$ cat src/rtl/cost_table_loader.sv
// ----------------------------------------------------------------------------
// cost_table_loader
//
// Loads a 64-entry (8 workers x 8 jobs) cost table from a valid/ready stream,
// then holds the assignment engine in reset for one ARM cycle, releases it in
// RUN while serving zero-latency cost lookups, and parks in DONE until a
// reload is requested.
//
// Ports:
//   CLK, RST        clock, synchronous active-high reset
//   in_valid/ready  load-stream handshake
//   in_data         cost entry, worker-major / job-minor raster order
//   in_last         marks the 64th entry of the stream
//   W, J            lookup indices from the assignment engine
//   Cost            mem[{W,J}] in RUN, else 0 (combinational)
//   Valid           engine completion flag (honoured only in RUN)
//   jam_rst         reset to the engine (high in LOAD and ARM)
//   reload          start a new load (honoured only in DONE)
//   done            high only in DONE
//   err             sticky framing error, cleared only by RST
//   checksum        sum of the 64 accepted entries (0 while loading)
// ----------------------------------------------------------------------------
module cost_table_loader #(
    parameter int COST_W = 7,
    parameter int N      = 8
) (
    input  logic              CLK,
    input  logic              RST,
    input  logic              in_valid,
    output logic              in_ready,
    input  logic [COST_W-1:0] in_data,
    input  logic              in_last,
    input  logic [2:0]        W,
    input  logic [2:0]        J,
    output logic [COST_W-1:0] Cost,
    input  logic              Valid,
    output logic              jam_rst,
    input  logic              reload,
    output logic              done,
    output logic              err,
    output logic [12:0]       checksum
);

    localparam logic [1:0] S_LOAD = 2'd0;
    localparam logic [1:0] S_ARM  = 2'd1;
    localparam logic [1:0] S_RUN  = 2'd2;
    localparam logic [1:0] S_DONE = 2'd3;

    localparam int ENTRIES = N * N;

    logic [1:0]        state_q, state_d;
    logic [5:0]        cnt_q, cnt_d;
    logic [12:0]       acc_q, acc_d;
    logic              err_q, err_d;
    logic              accept;
    logic [12:0]       acc_inc;

    logic [COST_W-1:0] mem [0:ENTRIES-1];

    assign in_ready = (state_q == S_LOAD);
    assign accept   = in_valid && in_ready;
    assign acc_inc  = acc_q + {6'd0, in_data};

    always_comb begin
        state_d = state_q;
        cnt_d   = cnt_q;
        acc_d   = acc_q;
        err_d   = err_q;
        case (state_q)
            S_LOAD: begin
                if (accept) begin
                    if (cnt_q == 6'd63) begin
                        // Full table: a missing in_last is flagged but the
                        // table is still considered complete.
                        state_d = S_ARM;
                        cnt_d   = 6'd0;
                        acc_d   = acc_inc;
                        if (!in_last)
                            err_d = 1'b1;
                    end else if (in_last) begin
                        // Short frame: restart the table from entry 0.
                        cnt_d = 6'd0;
                        acc_d = 13'd0;
                        err_d = 1'b1;
                    end else begin
                        cnt_d = cnt_q + 6'd1;
                        acc_d = acc_inc;
                    end
                end
            end
            S_ARM:  state_d = S_RUN;
            S_RUN:  if (Valid) state_d = S_DONE;
            S_DONE: begin
                if (reload) begin
                    state_d = S_LOAD;
                    cnt_d   = 6'd0;
                    acc_d   = 13'd0;
                end
            end
            default: state_d = S_LOAD;
        endcase
    end

    always_ff @(posedge CLK) begin
        if (RST) begin
            state_q <= S_LOAD;
            cnt_q   <= 6'd0;
            acc_q   <= 13'd0;
            err_q   <= 1'b0;
        end else begin
            state_q <= state_d;
            cnt_q   <= cnt_d;
            acc_q   <= acc_d;
            err_q   <= err_d;
        end
    end

    // Table storage is not reset; Cost masks it outside RUN. A short frame
    // still writes its entries, which are overwritten by the restarted load.
    always_ff @(posedge CLK) begin
        if (!RST && accept)
            mem[cnt_q] <= in_data;
    end

    assign Cost     = (state_q == S_RUN) ? mem[{W, J}] : '0;
    assign jam_rst  = (state_q == S_LOAD) || (state_q == S_ARM);
    assign done     = (state_q == S_DONE);
    assign err      = err_q;
    assign checksum = (state_q == S_LOAD) ? 13'd0 : acc_q;

endmodule

$ cat config.mk
export PLATFORM = sky130hd
export DESIGN_NAME = cost_table_loader
export DESIGN_NICKNAME = d
export VERILOG_FILES = /design/src/rtl/cost_table_loader.sv
export SDC_FILE = /design/constraint.sdc
export NUM_CORES = 1
export LEC_CHECK = 0
export ABC_AREA = 1
export CAP_MARGIN = 0
export CORE_ASPECT_RATIO = 0.9
export CORE_MARGIN = 1.5
export CORE_UTILIZATION = 40
export CTS_CLUSTER_SIZE = 14
export DETAILED_ROUTE_END_ITERATION = 12
export GPL_TIMING_DRIVEN = 1
export PLACE_DENSITY = 0.63
export SKIP_LAST_GASP = 1
export SYNTH_ARGS = -nofsm -noshare
export SYNTH_HDL_FRONTEND = slang
export SYNTH_SLANG_ARGS = --single-unit
$ cat constraint.sdc
create_clock -name CLK -period 2.43 [get_ports CLK]
set_clock_uncertainty 0.1 [all_clocks]
set_input_delay 0.3645 -clock CLK [delete_from_list [all_inputs] [get_ports CLK]]
set_output_delay 0.3645 -clock CLK [all_outputs]
set_load 0.02 [all_outputs]
Word-level counts from Yosys, hierarchy flattened

Memory sizes are Yosys's and may differ from the RTL's.
Cells that the tools add are included.

Register bits after elaboration: 22
Bits in latches: 0
Memories: 1
Output and inout port bits: 24
Memory bits (writable): 448
Word-level logic and storage cells: 48
Input bits: 19
Memory bits (read-only): 0

Memories:

| name | depth | width | read ports | clocked after memory_dff | write ports | line | RTL |
|---|---|---|---|---|---|---|---|
| mem  | 64    | 7     | 1          | 0                        | 1           | 58   | `logic [COST_W-1:0] mem [0:ENTRIES-1];` |

Equality and inequality tests: 9
Add/sub/neg operators: 2
Magnitude comparators: 0
Muxes and demuxes: 22
Multipliers: 0
Shifts and indexed selects: 0
Reductions and logical operators: 10
Div/mod/pow operators: 0
Bitwise logic cells: 0

Operators with widths:

| operator                                                                | number |
|---|---|
| 13-bit 2-to-1 mux                                                       | 5 |
| 13-bit one-hot mux with 2 select lines                                  | 1 |
| 6-bit 2-to-1 mux                                                        | 4 |
| 13-bit by 7-bit adder with 13-bit output                                | 1 |
| 6-bit one-hot mux with 2 select lines                                   | 1 |
| 2-bit 2-to-1 mux                                                        | 4 |
| 2-bit one-hot mux with 4 select lines                                   | 1 |
| 4-bit AND reduction                                                     | 2 |
| 7-bit 2-to-1 mux                                                        | 1 |
| 6-bit by 1-bit adder with 6-bit output, second input constant           | 1 |
| 6-bit == test, second input constant                                    | 1 |
| 2-bit inequality test, second input constant                            | 3 |
| 1-bit 2-to-1 mux                                                        | 5 |
| 2-bit == test, second input constant                                    | 2 |
| 2-bit by 1-bit inequality test with 1-bit output, second input constant | 2 |
| 2-bit nonzero test                                                      | 2 |
| 3-bit AND reduction                                                     | 1 |
| 2-bit by 1-bit == test with 1-bit output, second input constant         | 1 |
| 1-bit logical AND                                                       | 2 |
| 2-bit logical NOT                                                       | 1 |
| 1-bit logical NOT                                                       | 1 |
| 1-bit logical OR                                                        | 1 |

Longest topological paths before layout

Depth in word-level cells: 5
Mapped depth: 14
Depth with buffers taken out: 14

Least setup slack after synthesis

Ideal clock, no wire load.

Path type: reg2reg
Start point: reg state_q[0]
End point: mem mem[0][0], enable pin
Required time: 1.969 ns
Cell stages (with the launch flop): 8
Slack: -0.030 ns
Path buffers: 1
Data arrival time: 2.000 ns
Library setup time: 0.361 ns
Clock period less this slack: 2.460 ns
Cells stage by stage: dfxtp_1 inv_1 ha_1 buf_4 inv_1 nor3_2 nand4_1 nor2_1

Cells in the longest elaborated chain, start to end: 5

Ends and longest elaborated chain:

| item                                   | line | RTL |
|---|---|---|
| start, declared                        | 51   | `logic [1:0] state_q, state_d;` |
| start signal, assigned                 | 111  | `state_q <= state_d;` |
| 2-bit logical NOT                      | 60   | `assign in_ready = (state_q == S_LOAD);` |
| net in_ready                           | 30   | `output logic in_ready,` |
| 1-bit logical AND                      | 61   | `assign accept = in_valid && in_ready;` |
| 1-bit logical AND                      | 121  | `if (!RST && accept)` |
| 1-bit 2-to-1 mux                       | 121  |  |
| 1-bit 2-to-1 mux (not written as such) | 122  | `mem[cnt_q] <= in_data;` |
| end, declared                          | 58   |  |

The timed path passes the listed nets, and every way through them passes these cells.

Worst setup path in the final report

Start point: mem mem[49][0]
End point: out Cost[0]

Cells in the longest elaborated chain, start to end: 2

Ends and longest elaborated chain:

| item              | line | RTL |
|---|---|---|
| memory 64 x 7 bit | -    |  |
| 7-bit 2-to-1 mux  | 125  | `assign Cost = (state_q == S_RUN) ? mem[{W, J}] : '0;` |
| end, declared     | 35   | `output logic [COST_W-1:0] Cost,` |

Every way passes these cells.

==> impl_metrics.tcl <==
set metrics [dict create \
    fmaxAchievable_ghz 0.4105 \
    hold_violations 0 \
    rr_endpoint "mem[2][2]$_DFFE_PP_" \
    arrival_ns 1.97 \
    floorplan.rows 77 \
    finalNetCount 1969 \
    timing.critical_path.from_type "register" \
    post_layout_nonfiller_instances 2607 \
    clk_pin_slew_ns 0.06 \
    drt_pre_antenna_iters 5 \
    grt_setup_unrepaired "true" \
    worst_hold_path.endpoint "acc_q[0]$_SDFFE_PP0P_" \
    crit_required_ns 1.97 \
    worst-r2r-setup-slack_ns 0.21 \
    timing_worst_slew_pin_value_ns 0.8050 \
    totalPowerFinal_uw 18310 \
    postRouteAntennaNets 0 \
    global_route.overflow_total 0 \
    synth_cell_type_count 38 \
    routed_via_density 5.369 \
    synth_fp_nets 1821 \
    h_tree_lvl_count 2 \
    reg2regPathDepth 9 \
    post_dp_cell_area_sq_um 21910 \
    static-leakage-power_uw 0.008790 \
    clock_sinks 470 \
    failed_checks "setup timing" \
    timing.final.crit_share 1.002 \
    syn-cell-area_sq_um 19840 \
    cts_root_buf "sky130_fd_sc_hd__clkbuf_16" \
    worstHoldPathCells 4 \
    maxSlewViolCount 0 \
    hold_start "in_data[0]" \
    setup_viol_count_final 2 \
    antenna_cells_inserted 0 \
    grt_first_pass_wirelength_um 83230 \
    placement_stage_worst_setup_slack_ns -0.5514 \
    design_area_sq_um 23720 \
    critPathKind "reg -> out" \
    synth_seq_area_share 0.7003 \
    violation_count_after_the_first_detailed_route_iteration 1453 \
    clk-insertion-delay-late_ns 0.56 \
    total_of_flip_flops_plus_latches_after_synthesis 470 \
    numPortBuffers 42 \
    worst_hold_path_type "in -> reg" \
    gpl_congestion 0.9065 \
    timing.critical_path.to_type "primary output" \
    cts.path.max_buffers 3 \
    vdd_drop_max_v 0.0006074 \
    holdBufCountCts 0 \
    finalWorstSetupSlack_ns -0.005800 \
    wl_per_cell_um 21.10 \
    die-width_um 237.7 \
    core_area_sq_um 49040 \
    dieArea_sq_um 50940 \
    worstReg2RegStart "state_q[1]$_SDFFE_PP0P_" \
    detail_route.wirelength_um 55000 \
    initial_utilization 0.4045 \
    synthCells 1789 \
    layout_min_cycle_time_ns 2.436 \
    synth-warning-count 0 \
    globalRouteTotalUtil 0.2161 \
    drc 0 \
    hold_ws_ns 0.1307 \
    route.vias.total 13996 \
    powerDensity_nw_per_um2 771.8 \
    timing.slew.headroom 0.4633 \
    grt_antenna_before_repair 2 \
    placed_cells_incl_taps 2511 \
    syn-mean-instance-area_sq_um 11.09 \
    cts_made_buffers 47 \
    run_status "finished, violations left" \
    place_hpwl_um 33270 \
    tritoncts_clock_tree "built" \
    worst_path_maximum_fanout 1 \
    maxCapViolations 0 \
    maximum_number_of_pins_on_one_net_before_global_route_repair 65 \
    via_count_of_the_first_global_routing_pass 13671 \
    area.growth.synth_to_final_pct 19.56 \
    die_height_um 214.3 \
    post_route_cells_drive_above_1_share 0.1463 \
    top_level_ports 43 \
]
## flip-flops by register name, indices dropped and copies added, names as in the netlist
| signal | flops |
|---|---|
| acc_q | 13 |
| cnt_q | 6 |
| err | 1 |
| mem | 448 |
| state_q | 2 |
## worst max path at each step
stage                                        from                   to  slack [ns]  cells past startpoint
final                        mem[49][0]$_DFFE_PP_              Cost[0]      -0.006                      9
after global routing          mem[9][2]$_DFFE_PP_              Cost[2]       -0.13                      9
after CTS                    mem[29][0]$_DFFE_PP_              Cost[0]       -0.18                      9
after detailed placement                     J[0]              Cost[2]       -0.55                     12
after global placement                       J[0]              Cost[2]       -0.54                     12
after floorplan           state_q[0]$_SDFFE_PP0P_  mem[0][0]$_DFFE_PP_       -0.03                      7
## worst max-delay path, stage by stage (launching register included)
cell                       delay, ns
sky130_fd_sc_hd__edfxtp_1       0.32
sky130_fd_sc_hd__nand2_1        0.05
sky130_fd_sc_hd__nand3_1        0.09
sky130_fd_sc_hd__nand3_1        0.09
sky130_fd_sc_hd__nand2_1        0.15
sky130_fd_sc_hd__nand2_1        0.07
sky130_fd_sc_hd__nand3_1        0.12
sky130_fd_sc_hd__nand3_1        0.11
sky130_fd_sc_hd__a21oi_2        0.20
sky130_fd_sc_hd__clkbuf_2       0.20
## final cells by class
class                   instances  area, sq um
inverters                      50        224.0
repair buffers                198         2022
well taps                     632        790.8
clock buffers                  56         1252
flip-flops and latches        470        13890
multi-input cells            1170         5301
fillers                      4398        25320
clock inverters                31        234.0
## metal layers
layer  track usage  share of wire
met4       0.06433          0.025
met2        0.3293           0.45
met5             0              0
met1        0.3204           0.45
met3       0.03180          0.077
## layout by cell type, fill, tap and decap left out, drive strengths merged
cell type,instances
a21oi,26
nor2,90
clkdlybuf4s50,10
a211oi,4
inv,45
nand3,393
nor3b,1
clkdlybuf4s15,1
ha,12
dfxtp,22
bufbuf,2
a22o,1
clkbuf,70
o21bai,4
a221oi,1
nand4,9
bufinv,4
xor2,2
a21o,1
buf,169
o22ai,1
edfxtp,448
nor3,3
a31oi,2
a22oi,2
o21a,1
nand2,606
or2,1
fa,1
clkinv,29
clkinvlp,3
xnor2,1
o21ai,8
dlygate4sd2,2
## kinds of logic (layout without fill, tap and decap cells)
family | after synthesis | count (layout) | share of synthesized area
XOR/XNOR | 3 | 3 | 0.001325
flip-flops | 470 | 470 | 0.7003
AND/OR/NAND/NOR | 1103 | 1103 | 0.2366
buffers and inverters | 149 | 335 | 0.03759
AO/OA/AOI/OAI | 51 | 51 | 0.01552
adder cells (fa/ha/maj) | 13 | 13 | 0.008578
## cells in the mapped netlist
cell type | number | area, sq um
sky130_fd_sc_hd__buf_1 | 10 | 37.54
sky130_fd_sc_hd__fa_1 | 1 | 20.02
sky130_fd_sc_hd__ha_1 | 12 | 150.1
sky130_fd_sc_hd__o22ai_1 | 1 | 6.260
sky130_fd_sc_hd__inv_1 | 44 | 165.2
sky130_fd_sc_hd__a21o_1 | 1 | 7.510
sky130_fd_sc_hd__nand4_1 | 9 | 56.30
sky130_fd_sc_hd__edfxtp_1 | 448 | 13450
sky130_fd_sc_hd__a31oi_1 | 2 | 12.51
sky130_fd_sc_hd__o21bai_1 | 4 | 30.03
sky130_fd_sc_hd__clkinv_1 | 1 | 3.750
sky130_fd_sc_hd__xor2_1 | 2 | 17.52
sky130_fd_sc_hd__nor3_1 | 2 | 10.01
sky130_fd_sc_hd__dfxtp_1 | 22 | 440.4
sky130_fd_sc_hd__nor3b_1 | 1 | 7.510
sky130_fd_sc_hd__inv_2 | 4 | 15.01
sky130_fd_sc_hd__or2_2 | 1 | 6.260
sky130_fd_sc_hd__nand2_1 | 602 | 2260
sky130_fd_sc_hd__buf_4 | 11 | 82.58
sky130_fd_sc_hd__a21oi_1 | 25 | 125.1
sky130_fd_sc_hd__nor2_1 | 88 | 330.3
sky130_fd_sc_hd__a22oi_1 | 2 | 15.01
sky130_fd_sc_hd__a22o_1 | 1 | 8.760
sky130_fd_sc_hd__buf_6 | 12 | 135.1
sky130_fd_sc_hd__a211oi_1 | 4 | 30.03
sky130_fd_sc_hd__a21oi_4 | 1 | 16.27
sky130_fd_sc_hd__o21a_1 | 1 | 7.510
sky130_fd_sc_hd__o21ai_1 | 4 | 20.02
sky130_fd_sc_hd__buf_2 | 42 | 210.2
sky130_fd_sc_hd__nor3_2 | 1 | 10.01
sky130_fd_sc_hd__a221oi_1 | 1 | 8.760
sky130_fd_sc_hd__inv_4 | 1 | 6.260
sky130_fd_sc_hd__o21ai_0 | 4 | 20.02
sky130_fd_sc_hd__clkbuf_1 | 24 | 90.09
sky130_fd_sc_hd__nor2_4 | 2 | 22.52
sky130_fd_sc_hd__nand2_2 | 4 | 25.02
sky130_fd_sc_hd__xnor2_1 | 1 | 8.760
sky130_fd_sc_hd__nand3_1 | 393 | 1967
## power breakdown
group          total (uW)  switching (uW)  internal [uW]
Combinational        2180            1450            731
Sequential           9040            68.4           8970
Clock                7090            3020           4080
Total               18300            4530          13800
## metrics by stage
step	util	TNS, ns
after CTS	0.4816	-0.1760
after global routing	0.4837	-0.2677
after floorplan	-	-11.85
final	0.4837	-0.009639
after detailed placement	0.4468	-3.702
after global placement	0.4468	-3.642
## repair_timing
action / CTS / global route
endpoints found under the setup margin: 21 / 28
resized for setup: 81 / 43
gates cloned: 5 / 2
pin swaps: 1 / 10
buffers inserted: 2 / 0
Power figures use the tool's default switching activity.
